<file path="config.mk">
export PLATFORM = sky130hd
export DESIGN_NAME = byte_swap_arbiter_flat
export DESIGN_NICKNAME = d
export VERILOG_FILES = /design/src/rtl/byte_swap_arbiter_if.sv /design/src/rtl/byte_swap_arbiter.sv /design/src/flat_wrapper.sv
export SDC_FILE = /design/constraint.sdc
export NUM_CORES = 1
export LEC_CHECK = 0
export BUFFER_PORTS_ARGS = -buffer_cell sky130_fd_sc_hd__buf_2
export CAP_MARGIN = 20
export CORE_MARGIN = 2
export CORE_UTILIZATION = 40
export CTS_CLUSTER_DIAMETER = 60
export DETAILED_ROUTE_END_ITERATION = 7
export PLACE_DENSITY = 0.78
export SLEW_MARGIN = 20
export SYNTH_ARGS = -nofsm -noshare
export SYNTH_HDL_FRONTEND = slang
export SYNTH_SLANG_ARGS = --single-unit
export TNS_END_PERCENT = 10
</file>
<file path="constraint.sdc">
create_clock -name clk -period 1.37 [get_ports clk]
set_input_delay 0.274 -clock clk [delete_from_list [all_inputs] [get_ports clk]]
set_output_delay 0.274 -clock clk [all_outputs]
set_load 0.03 [all_outputs]
</file>
<file path="src/rtl/byte_swap_arbiter_if.sv">
// byte_swap_arbiter_if: two-requester handshake plus result channel of the swap arbiter
interface byte_swap_arbiter_if #(parameter int DATA_W = 16);
  logic              req0_valid, req0_ready, req1_valid, req1_ready;
  logic [DATA_W-1:0] req0_data, req1_data, out_data;
  logic              out_valid, out_ready, out_id;
  modport master(
    output req0_valid, req0_data, req1_valid, req1_data, out_ready,
    input  req0_ready, req1_ready, out_valid, out_data, out_id
  );
  modport slave(
    input  req0_valid, req0_data, req1_valid, req1_data, out_ready,
    output req0_ready, req1_ready, out_valid, out_data, out_id
  );
endinterface

</file>
<file path="src/rtl/byte_swap_arbiter.sv">
// byte_swap_arbiter: round-robin accept of one word, swap its halves, hand it out
module byte_swap_arbiter #(
  parameter int DATA_W = 16,
  parameter int CNT_W  = 8
) (
  input  logic               clk,
  input  logic               rst,
  byte_swap_arbiter_if.slave bus,
  output logic               busy,
  output logic [CNT_W-1:0]   swap_count
);
  localparam int H = DATA_W / 2;
  if (DATA_W % 2 != 0) begin : g_odd
    $error("DATA_W must be even");
  end
  typedef enum logic [1:0] {IDLE, SWAP, DONE} state_t;
  state_t            state_q, state_d;
  logic [DATA_W-1:0] temp_q, temp_d;
  logic [CNT_W-1:0]  cnt_q, cnt_d;
  logic              id_q, id_d, last_q, last_d, out_valid_q, busy_q, g0, g1;
  // grant: lone valid wins, a tie goes to the requester not served last
  always_comb begin
    g0 = state_q == IDLE && !rst && bus.req0_valid && (!bus.req1_valid || last_q);
    g1 = state_q == IDLE && !rst && bus.req1_valid && (!bus.req0_valid || !last_q);
  end
  assign bus.req0_ready = g0;
  assign bus.req1_ready = g1;
  // next state: capture on accept, swap halves once, release on output handshake
  always_comb begin
    state_d = state_q;
    temp_d  = temp_q;
    id_d    = id_q;
    last_d  = last_q;
    cnt_d   = cnt_q;
    if (g0 || g1) begin
      state_d = SWAP;
      temp_d  = g1 ? bus.req1_data : bus.req0_data;
      id_d    = g1;
      last_d  = g1;
    end else if (state_q == SWAP) begin
      state_d = DONE;
      temp_d  = {temp_q[H-1:0], temp_q[DATA_W-1:H]};
    end else if (state_q == DONE && bus.out_ready) begin
      state_d = IDLE;
      cnt_d   = cnt_q + CNT_W'(1);
    end
  end
  // state and registered status; reset wins over any handshake on the same edge
  always_ff @(posedge clk) begin
    if (rst) begin
      state_q     <= IDLE;
      temp_q      <= '0;
      id_q        <= 1'b0;
      last_q      <= 1'b1;
      cnt_q       <= '0;
      out_valid_q <= 1'b0;
      busy_q      <= 1'b0;
    end else begin
      state_q     <= state_d;
      temp_q      <= temp_d;
      id_q        <= id_d;
      last_q      <= last_d;
      cnt_q       <= cnt_d;
      out_valid_q <= state_d == DONE;
      busy_q      <= state_d != IDLE;
    end
  end
  // outputs are forced quiet for the whole time rst is held
  assign bus.out_valid = out_valid_q && !rst;
  assign bus.out_data  = rst ? '0 : temp_q;
  assign bus.out_id    = id_q;
  assign busy          = busy_q && !rst;
  assign swap_count    = cnt_q;
endmodule

</file>
<file path="src/flat_wrapper.sv">
// flat-port wrapper written by rule: the top's interface ports become plain ports
module byte_swap_arbiter_flat 
#(
  parameter int DATA_W = 16,
  parameter int CNT_W  = 8
)
  (clk, rst, busy, swap_count, bus_req0_valid, bus_req0_data, bus_req1_valid, bus_req1_data, bus_out_ready, bus_req0_ready, bus_req1_ready, bus_out_valid, bus_out_data, bus_out_id);
  byte_swap_arbiter_if #(.DATA_W(DATA_W)) bus_i ();
  input  logic clk;
  input  logic rst;
  output logic busy;
  output logic [CNT_W-1:0] swap_count;
  input wire logic [$bits(bus_i.req0_valid)-1:0] bus_req0_valid;
  input wire logic [$bits(bus_i.req0_data)-1:0] bus_req0_data;
  input wire logic [$bits(bus_i.req1_valid)-1:0] bus_req1_valid;
  input wire logic [$bits(bus_i.req1_data)-1:0] bus_req1_data;
  input wire logic [$bits(bus_i.out_ready)-1:0] bus_out_ready;
  output wire logic [$bits(bus_i.req0_ready)-1:0] bus_req0_ready;
  output wire logic [$bits(bus_i.req1_ready)-1:0] bus_req1_ready;
  output wire logic [$bits(bus_i.out_valid)-1:0] bus_out_valid;
  output wire logic [$bits(bus_i.out_data)-1:0] bus_out_data;
  output wire logic [$bits(bus_i.out_id)-1:0] bus_out_id;
  assign bus_i.req0_valid = bus_req0_valid;
  assign bus_i.req0_data = bus_req0_data;
  assign bus_i.req1_valid = bus_req1_valid;
  assign bus_i.req1_data = bus_req1_data;
  assign bus_i.out_ready = bus_out_ready;
  assign bus_req0_ready = bus_i.req0_ready;
  assign bus_req1_ready = bus_i.req1_ready;
  assign bus_out_valid = bus_i.out_valid;
  assign bus_out_data = bus_i.out_data;
  assign bus_out_id = bus_i.out_id;
  byte_swap_arbiter #(.DATA_W(DATA_W), .CNT_W(CNT_W)) u_core (.clk(clk), .rst(rst), .bus(bus_i), .busy(busy), .swap_count(swap_count));
endmodule
</file>
==> impl_metrics.toml, run 1 <==
[outcome]
run_status = "finished with violations"
violated_checks = "negative setup slack"

[clocking]
h_tree_levels = 2
cts_sinks = 30
cts-root-buf = "sky130_fd_sc_hd__clkbuf_8"
tritoncts = "yes"
worst_skew_pair.late_latency_ns = 0.27
clk_transition_reported_paths_ns = 0.06
holdBufCountCts = 0
cts_made_buffers = 5
cts.path.max_buffers = 2

[floorplanning]
number_of_top_level_design_ports = 66
die_width_um = 66.38
initial_core_util = 0.4220
floorplan.rows = 22
placeableCoreArea_sq_mm = 0.003689
die_y_um = 66.38
die_area_sq_mm = 0.004406

[synthesis]
ys_top_cells_by_area = "sky130_fd_sc_hd__dfxtp_1 (39%), sky130_fd_sc_hd__mux2i_1 (11%), sky130_fd_sc_hd__o211ai_1 (7.7%)"
ys_seq_elements = 30
synth.largest_area_cell = "sky130_fd_sc_hd__dfxtp_1"
synth.cell_area_sq_mm = 0.001556
seq_area_frac_synth = 0.3859
syn-instance-count = 179
distinct_cell_type_count_after_synthesis = 33
synth.net_count = 217
yosysWarningCount = 0
post-synth-top-area-fraction = 0.3859
syn_avg_cell_area_sq_um = 8.695

[timing]
clock-skew-final_ns = 0.002629
setup-violations-final = 2
timing.fmax_ghz = 0.6976
final_hold_viol_count = 0
timing.setup.tns_ns = -0.09813
final.min_clock_period_ns = 1.433
finalWorstSetupSlack_ns = -0.06348
timing_worst_slew_pin_value_ns = 0.3415
maxSlewViolCount = 0
grt_setup_unrepaired = "true"
period_share = 1.046
slew-limit-headroom = 0.7699

[route]
drt_pre_antenna_iters = 6
detail_route.drc_violations = 0
via_count = 1574
vias_per_cell = 5.247
wl_per_cell_um = 12.75
drtIter0Drc = 101
routed_wirelength_um = 3825
ant_nets = 0

[min_path]
hold_end = "u_core.temp_q[6]$_SDFFE_PP0P_"
hold_depth = 3
hold_path.startpoint = "bus_req0_data[6]"
worst_hold_path_type = "in -> reg"

[setup_path]
setup.worst_path.class = "reg -> out"
worstReg2RegEnd = "u_core.bus.out_id$_SDFFE_PP0P_"
cpMaxStageDelayCell = "sky130_fd_sc_hd__dfxtp_4"
crit_required_ns = 1.10
critPathTopFamily = "simple AND/OR/NAND/NOR gates"
critPathMaxFanout = 4
worst_reg2reg_path_length_in_cells = 4
critPathMaxStageDelay_ns = 0.36
cp_cell_sequence = "nor3_4 > and3_1 > buf_6"
reg2reg_from = "u_core.state_q[0]$_SDFF_PP0_"
setup.worst_path.start_class = "register"
reg2reg_setup_slack_ns = 0.08
worstSetupEndpointType = "output port"
worstPathArrival_ns = 1.16
crit_buf_inv = 1

[global_routing]
grt_pass1_wl_um = 6147
number_of_antenna_violations_at_the_first_check_in_global_routing = 0
first_global_vias = 1363
grt_remaining_overflow = 0
global_route_usage_over_all_layers = 0.1812
grt_max_degree = 21

[power]
power-per-cell-area_mw_per_mm2 = 1048
ir_worst_vdd_mv = 0.6914
leakagePower_nw = 0.9409

[cells_and_area]
multiInputGateArea_sq_um = 882.1
inserted_diodes = 0
layout_commonest_cell = "sky130_fd_sc_hd__buf_2"
filler_cell_count = 354
final_layout_size_suffix_gt1_frac = 0.3889
nets = 289
growth_of_design_area_from_synthesis_to_finish_pct = 34.97
regArea_sq_um = 611.8
final_cell_mix = "sky130_fd_sc_hd__buf_2 (63), sky130_fd_sc_hd__dfxtp_1 (23), sky130_fd_sc_hd__o21ai_0 (20), sky130_fd_sc_hd__nand2_1 (20), sky130_fd_sc_hd__nor2b_1 (19)"

[placement]
port_buffers = 65
post-place-ws_ns = 0.05970
place.gp.congestion = 0.7998
post-dp-hpwl_um = 2706

[flow_run]
max_cap_viol_count = 0
## routing by layer
layer | part of all wire | GRT usage | vias up
met2 | 0.48 | 0.2750 | 47
li1 | - | - | 784
met1 | 0.45 | 0.2474 | 741
met3 | 0.064 | 0.04770 | 2
met5 | 0 | 0 | -
met4 | 0.0071 | 0.06122 | 0
## tightest hold or removal path, delay by kind of cell
family	cells	cell delay (ns)
compound gates	1	0.14
buf+inv	1	0.07
mux	1	0.05
## sequential cells by signal, summed over array words and instances, names as in the netlist
register / cells
u_core.state_q: 2
u_core.out_valid_q: 1
u_core.swap_count: 8
u_core.last_q: 1
u_core.bus.out_id: 1
u_core.busy_q: 1
u_core.temp_q: 16
## what timing repair did
item                                    CTS  global route
cloned                                    0             0
hold endpoints to repair                  0             0
gates resized for setup                   9             1
pin swaps                                 3             0
buffers inserted                          2             0
endpoints found under the setup margin    2             3
## worst max path at each step
stage,start,depth (start not counted),to
floorplan,u_core.last_q$_SDFFE_PP1P_,4,bus_req1_ready
finish,u_core.state_q[0]$_SDFF_PP0_,3,bus_req0_ready
global route,u_core.state_q[0]$_SDFF_PP0_,3,bus_req0_ready
detailed placement,bus_req1_valid,5,u_core.temp_q[15]$_SDFFE_PP0P_
global placement,bus_req1_valid,5,u_core.temp_q[11]$_SDFFE_PP0P_
CTS,u_core.state_q[0]$_SDFF_PP0_,3,bus_req0_ready
## cell usage after synthesis
library cell               instances
sky130_fd_sc_hd__ha_1              1
sky130_fd_sc_hd__or3_1             2
sky130_fd_sc_hd__a21oi_1           7
sky130_fd_sc_hd__nand4b_1          1
sky130_fd_sc_hd__nor2b_1          19
sky130_fd_sc_hd__nand4_1           1
sky130_fd_sc_hd__nand2_1          20
sky130_fd_sc_hd__nor3_1            2
sky130_fd_sc_hd__buf_6             3
sky130_fd_sc_hd__a22oi_1           1
sky130_fd_sc_hd__buf_4             3
sky130_fd_sc_hd__o21ai_0          20
sky130_fd_sc_hd__nand2b_1          1
sky130_fd_sc_hd__a21boi_0          1
sky130_fd_sc_hd__clkbuf_1          6
sky130_fd_sc_hd__and2_1            1
sky130_fd_sc_hd__nor3b_2           1
sky130_fd_sc_hd__mux2i_1          17
sky130_fd_sc_hd__or4_1             3
sky130_fd_sc_hd__a31oi_1           1
sky130_fd_sc_hd__o211ai_1         16
sky130_fd_sc_hd__nand3_1           3
sky130_fd_sc_hd__o21ai_1           1
sky130_fd_sc_hd__xor2_1            2
sky130_fd_sc_hd__dfxtp_1          30
sky130_fd_sc_hd__inv_1             2
sky130_fd_sc_hd__buf_2             1
sky130_fd_sc_hd__and3_1            1
sky130_fd_sc_hd__nand3b_4          1
sky130_fd_sc_hd__nor2_1            6
sky130_fd_sc_hd__or3b_2            1
sky130_fd_sc_hd__o31ai_1           3
sky130_fd_sc_hd__o311ai_0          1
## cell type report
class,count,share of cell area
Multi-Input combinational cell,134,0.4199
Sequential cell,30,0.2912
Timing Repair Buffer,78,0.2132
Clock buffer,7,0.04110
Tap cell,48,0.02859
Inverter,2,0.003574
Clock inverter,1,0.002382
## power breakdown
group / internal, mW / switching [mW]
clock: 0.404 / 0.308
combinational: 0.219 / 0.279
sequential: 0.948 / 0.0429
total: 1.57 / 0.630
## per-stage QoR
step | utilization | power [mW] | cell area (sq um) | std cells | hold WS (ns)
2_1_floorplan | - | 1.325 | 1563 | 179 | 0.4348
3_3_place_gp | 0.5322 | 1.479 | 1963 | 290 | 0.4465
3_5_place_dp | 0.5322 | 1.485 | 1963 | 290 | 0.4469
4_1_cts | 0.5689 | 2.223 | 2098 | 300 | 0.2981
5_1_grt | 0.5695 | 2.319 | 2101 | 300 | 0.3096
6_report | 0.5695 | 2.202 | 2101 | 300 | 0.3020
## cell families (layout without fill, tap and decap cells)
group	Yosys count	count (layout)	synth area share
and+or+nand+nor	63	63	0.2259
muxes	17	17	0.1093
DFF	30	30	0.3859
AOI/OAI and AO/OA	51	51	0.2010
adders and majority gates	1	1	0.008037
buffers and inverters	15	88	0.05868
xor gates and xnor gates	2	2	0.01126
Note: power is estimated with default switching activity, not from simulation.
==> run 2: changes to the inputs <==
Settings changed: SETUP_SLACK_MARGIN set to 0.1.
==> run 2 against run 1 <==
  * The flow still finishes with violations (negative setup slack)
  * Sequential cell count did not move
  * Final area up 9.6%
  * First-iteration DRC count increased by 19%
  * Clock skew grew 0.00085 ns
  * Clock-buffer cell count unchanged
  * Non-clock buffer count is 4 higher
  * Largest cell class unchanged
==> impl_metrics.toml, run 2 (same netlist as run 1, synthesis figures left out) <==
[power]
clock_power_share = 0.296
power-per-cell-area_mw_per_mm2 = 974.9
swShare = 0.2994
share_comb_of_total_power = 0.264
internal_power_of_the_cells_mw = 1.573
ir_worst_vdd_mv = 0.7172
leakagePower_nw = 0.9748
flop_pwr_share = 0.440
power.net_switching_uw = 672.3

[min_path]
hold_depth = 3
worst_hold_path_type = "in -> reg"

[timing]
finalWorstSetupSlack_ns = -0.06507
final.min_clock_period_ns = 1.435
slew-limit-headroom = 0.7860
clock-skew-final_ns = 0.003481
timing.fmax_ghz = 0.6968
final_hold_viol_count = 0
period_share = 1.047
grt_setup_unrepaired = "true"
maxSlewViolCount = 0
setup-violations-final = 2
timing_worst_slew_pin_value_ns = 0.3183

[floorplanning]
die_width_um = 66.38
floorplan.rows = 22
initial_core_util = 0.4220
number_of_top_level_design_ports = 66
die_area_sq_mm = 0.004406
die_y_um = 66.38
placeableCoreArea_sq_mm = 0.003689

[global_routing]
grt_remaining_overflow = 0
global_route_usage_over_all_layers = 0.2011
grt_pass1_wl_um = 6672
number_of_antenna_violations_at_the_first_check_in_global_routing = 0
gr-usage-met3 = 0.06814
use_met1 = 0.2244
grt_util_met2 = 0.3463
first_global_vias = 1502
grt_max_degree = 17
globalRoute.busiestLayer = "met2"

[setup_path]
cp_cell_sequence = "nor3_4 > and3_4 > buf_6"
setup.worst_path.start_class = "register"
worstPathArrival_ns = 1.16
critPathTopFamily = "simple AND/OR/NAND/NOR gates"
critPathMaxStageDelay_ns = 0.36
crit_buf_inv = 1
critPathMaxFanout = 3
crit_required_ns = 1.10
path_depth = 3
setup.worst_path.class = "reg -> out"
worstSetupEndpointType = "output port"
cpMaxStageDelayCell = "sky130_fd_sc_hd__dfxtp_4"
worst_reg2reg_path_length_in_cells = 4

[cells_and_area]
layout_commonest_cell = "sky130_fd_sc_hd__buf_2"
final_layout_size_suffix_gt1_frac = 0.5059
final_cell_mix = "sky130_fd_sc_hd__buf_2 (47), sky130_fd_sc_hd__buf_4 (25), sky130_fd_sc_hd__dfxtp_1 (21), sky130_fd_sc_hd__o21ai_0 (20), sky130_fd_sc_hd__nand2_1 (19)"
inserted_diodes = 0
largest-register = "u_core.temp_q"
final_area_sq_mm = 0.002303
growth_of_design_area_from_synthesis_to_finish_pct = 47.99
final_cell_utilization_of_the_core = 0.6245
flip_flop_count_of_the_largest_register_all_copies_and_words_added = 16
nets = 293

[clocking]
cts_made_buffers = 5
cts.path.max_buffers = 2
clk_transition_reported_paths_ns = 0.06
worst_skew_pair.late_latency_ns = 0.28
h_tree_levels = 2
cts-root-buf = "sky130_fd_sc_hd__clkbuf_8"
cts_sinks = 30
tritoncts = "yes"

[outcome]
violated_checks = "negative setup slack"
run_status = "finished with violations"

[route]
vias_per_cell = 5.455
routed_wirelength_um = 4583
detail_route.drc_violations = 0
drtIter0Drc = 120
wl_per_cell_um = 15.13
ant_nets = 0
drt_pre_antenna_iters = 4
via_count = 1653

[placement]
port_buffers = 65
place.gp.congestion = 0.8044
post-dp-hpwl_um = 2871
place_area_sq_mm = 0.001988

[flow_run]
max_cap_viol_count = 0
==> run 2: tightest hold or removal path, cell delays in order <==
cell	delay (ns)
sky130_fd_sc_hd__buf_2	0.07
sky130_fd_sc_hd__mux2i_1	0.05
sky130_fd_sc_hd__o211ai_1	0.14
==> run 2: power by group through the flow <==
stage                     Combinational [mW]  Sequential [mW]  Clock (mW)
after CTS                              0.535            0.983       0.672
after floorplan                        0.328            0.996           0
final                                  0.593            0.988       0.665
after global placement                 0.491            0.999           0
after global routing                   0.635            0.993       0.724
after detailed placement               0.499             1.00           0
==> run 2: final timing paths <==
path / startpoint / to / slack [ns]
hold reg to reg: u_core.temp_q[4]$_SDFFE_PP0P_ / u_core.temp_q[12]$_SDFFE_PP0P_ / 0.47
hold / removal: bus_req0_data[4] / u_core.temp_q[4]$_SDFFE_PP0P_ / 0.29
setup reg to reg: u_core.swap_count[0]$_SDFFE_PP0P_ / u_core.swap_count[6]$_SDFFE_PP0P_ / 0.05
setup / recovery: u_core.state_q[1]$_SDFF_PP0_ / bus_req0_ready / -0.07
==> run 2: area by class of cell <==
type | count | area [sq um]
Timing Repair Buffer | 82 | 544.3
Clock buffer | 7 | 76.32
Multi-Input combinational cell | 134 | 993.5
Fill cell | 323 | 1385
Tap cell | 48 | 60.06
Sequential cell | 30 | 621.8
Inverter | 2 | 7.507
==> run 2: timing repair <==
action,in CTS,in global routing
endpoints found under the setup margin,30,40
gates resized for setup,25,54
buffers inserted,2,1
gates cloned,0,1
pin swaps,12,9
hold buffers,0,0
endpoints found under the hold margin,0,0
==> run 2: through the flow <==
step / hold slack (ns) / std cells / setup TNS, ns / power, mW / setup slack [ns]
finish: 0.2896 / 303 / -0.09229 / 2.246 / -0.06507
global route: 0.3033 / 303 / -0.1867 / 2.353 / -0.1132
CTS: 0.2900 / 301 / -0.08564 / 2.190 / -0.06052
detailed placement: 0.4470 / 292 / 0 / 1.499 / 0.02334
global placement: 0.4399 / 292 / 0 / 1.490 / 0.03533
floorplan: 0.4348 / 179 / 0 / 1.324 / 0.06652
==> run 2: layer usage <==
metal | wire length (um) | vias up
met3 | 256 | 6
met4 | 56 | 0
met1 | 1838 | 804
met5 | 0 | -
li1 | - | 792
met2 | 2432 | 51
==> run 3: changes to the inputs <==
Settings changed: TNS_END_PERCENT 10 to 50.
==> run 3 against run 2 <==
  * Register-to-register slack got worse by 0.06 ns
  * Via count is 1.5% higher
  * Utilization rose by 2.6 points
  * Routed wire length grew 2.7%
  * Die area is the same
  * Final area rose by 4.2%
  * Critical endpoint unchanged
  * Non-clock buffer count grew 6
  * Critical path type unchanged
  * Clock-buffer cell count did not move
  * The flow still finishes with violations (negative setup slack)
  * Critical path depth unchanged
==> impl_metrics.toml, run 3 (same netlist as run 1, synthesis figures left out) <==
[outcome]
run_status = "finished with violations"
violated_checks = "negative setup slack"

[floorplanning]
die_area_sq_mm = 0.004406
number_of_top_level_design_ports = 66
die_width_um = 66.38
initial_core_util = 0.4220
floorplan.rows = 22
placeableCoreArea_sq_mm = 0.003689
die_y_um = 66.38

[setup_path]
cpMaxStageDelayCell = "sky130_fd_sc_hd__dfxtp_4"
worst_reg2reg_path_length_in_cells = 5
worstSetupEndpointType = "output port"
timing_startpoint_of_the_critical_path = "u_core.state_q[0]$_SDFF_PP0_"
setup.worst_path.start_class = "register"
crit_required_ns = 1.10
worstPathArrival_ns = 1.18
worstReg2RegEnd = "u_core.swap_count[3]$_SDFFE_PP0P_"
setup.worst_path.class = "reg -> out"
critPathMaxFanout = 3
reg2reg_from = "u_core.state_q[0]$_SDFF_PP0_"
critPathMaxStageDelay_ns = 0.36
crit_path_end = "bus_req0_ready"
cp_cell_sequence = "nor3_4 > and3_4 > buf_6"
reg2reg_setup_slack_ns = -0.01

[route]
drt_pre_antenna_iters = 4
detailroute.wirelength.met3_um = 258
wl_per_cell_um = 15.19
vias_per_cell = 5.410
drtIter0Drc = 100
routed_wirelength_um = 4709
detail_route.drc_violations = 0
highest_routing_layer_actually_used = "met4"
via_count = 1677
detailroute.wirelength.met2_um = 2369
m1WireLength_um = 1987
ant_nets = 0

[placement]
port_buffers = 65
post-dp-hpwl_um = 2863
place.gp.congestion = 0.7687

[clocking]
clk_transition_reported_paths_ns = 0.06
h_tree_levels = 2
tritoncts = "yes"
cts_made_buffers = 5
cts_sinks = 30
cts-root-buf = "sky130_fd_sc_hd__clkbuf_8"
worst_skew_pair.late_latency_ns = 0.29
cts.path.max_buffers = 2

[timing]
finalWorstSetupSlack_ns = -0.08299
setup-violations-final = 4
clock-skew-final_ns = 0.004949
grt_setup_unrepaired = "true"
slew-limit-headroom = 0.7814
timing_worst_slew_pin_value_ns = 0.3238
maxSlewViolCount = 0
final.min_clock_period_ns = 1.453
final_hold_viol_count = 0
timing.fmax_ghz = 0.6882
period_share = 1.061

[cells_and_area]
layout_commonest_cell = "sky130_fd_sc_hd__buf_2"
largest-register = "u_core.temp_q"
final_layout_size_suffix_gt1_frac = 0.5076
final_cell_mix = "sky130_fd_sc_hd__buf_2 (47), sky130_fd_sc_hd__buf_4 (30), sky130_fd_sc_hd__dfxtp_1 (21), sky130_fd_sc_hd__nand2_1 (19), sky130_fd_sc_hd__o211ai_1 (16)"
final_cell_utilization_of_the_core = 0.6506
growth_of_design_area_from_synthesis_to_finish_pct = 54.18
nets = 299
flip_flop_count_of_the_largest_register_all_copies_and_words_added = 16
inserted_diodes = 0

[power]
power.net_switching_uw = 697.2
swShare = 0.2810
share_comb_of_total_power = 0.249
clock_power_share = 0.353
internal_power_of_the_cells_mw = 1.784
power-per-cell-area_mw_per_mm2 = 1034
ir_worst_vdd_mv = 0.7146
power_mw = 2.481
leakagePower_nw = 1.030
flop_pwr_share = 0.399

[global_routing]
grt_pass1_wl_um = 6672
grt_max_degree = 19
number_of_antenna_violations_at_the_first_check_in_global_routing = 0
first_global_vias = 1510
global_route_usage_over_all_layers = 0.1983
grt_remaining_overflow = 0

[min_path]
worst_hold_path_type = "in -> reg"
hold_path.startpoint = "bus_req0_data[2]"

[flow_run]
max_cap_viol_count = 0
[run 3: cell types whose count changed in the layout (fill, tap and decap cells not counted), moves of 2 or more]
cell                      before  now
sky130_fd_sc_hd__mux2i_1      17   15
sky130_fd_sc_hd__a21oi_1       3    5
sky130_fd_sc_hd__buf_4        25   30
sky130_fd_sc_hd__a21oi_2       4    2
sky130_fd_sc_hd__o21ai_0      20    7
sky130_fd_sc_hd__nor2b_4       2    0
sky130_fd_sc_hd__buf_6         9    7
sky130_fd_sc_hd__nor2b_2      14   11
sky130_fd_sc_hd__o21ai_1       1   14
sky130_fd_sc_hd__nor2b_1       3    8
sky130_fd_sc_hd__mux2i_2       0    2
[run 3: area by class of cell]
cell class,count,area (sq um)
clock buffer,7,76.32
fill,292,1289
inverter,2,7.507
timing repair buffer,88,611.8
clock inverter,1,30.03
sequential,30,621.8
multi-input combinational,134,992.2
tap,48,60.06
[run 3: critical path: cells and delay by family (launching register included)]
kind	cells	cell delay [ns]
DFF	1	0.36
buffers and inverters	1	0.12
and+or+nand+nor	2	0.40
[run 3: repair_timing]
| item | CTS | global route |
|---|---|---|
| setup endpoints to repair | 10 | 41 |
| pin swaps | 12 | 7 |
| resized for setup | 33 | 55 |
| cloned | 0 | 2 |
| setup buffers | 9 | 0 |
| hold buffers | 0 | 0 |
[run 3: metrics by stage]
stage	std cells	hold slack [ns]	setup TNS (ns)	cell area [sq um]	worst slack (ns)
global placement	291	0.4441	0	1981	0.03069
global route	310	0.2972	-0.3304	2400	-0.1276
detailed placement	291	0.4476	-0.004308	1981	-0.004308
floorplan	179	0.4348	0	1577	0.06652
CTS	308	0.2905	-0.1209	2242	-0.07784
finish	310	0.2856	-0.1513	2400	-0.08299
[run 3: power by group through the flow]
| stage | logic [mW] | clock network (mW) | registers (mW) |
|---|---|---|---|
| 6_report | 0.618 | 0.875 | 0.989 |
| 5_1_grt | 0.655 | 0.922 | 0.996 |
| 4_1_cts | 0.548 | 0.877 | 0.985 |
| 3_5_place_dp | 0.492 | 0 | 1.00 |
| 3_3_place_gp | 0.484 | 0 | 1.00 |
| 2_1_floorplan | 0.331 | 0 | 0.996 |
[run 3: how the worst min path moves through the flow]
stage / to / slack, ns / cells past startpoint
after floorplan: u_core.temp_q[0]$_SDFFE_PP0P_ / 0.43 / 2
after global placement: u_core.temp_q[11]$_SDFFE_PP0P_ / 0.44 / 2
after detailed placement: u_core.temp_q[11]$_SDFFE_PP0P_ / 0.45 / 2
after CTS: u_core.temp_q[2]$_SDFFE_PP0P_ / 0.29 / 3
after global routing: u_core.temp_q[2]$_SDFFE_PP0P_ / 0.30 / 3
final: u_core.temp_q[2]$_SDFFE_PP0P_ / 0.29 / 3
[run 3: layer usage]
metal  up-vias  GRT usage
li1        807          -
met5         -          0
met3         9    0.04600
met1       802     0.2388
met4         0    0.08673
met2        59     0.3338
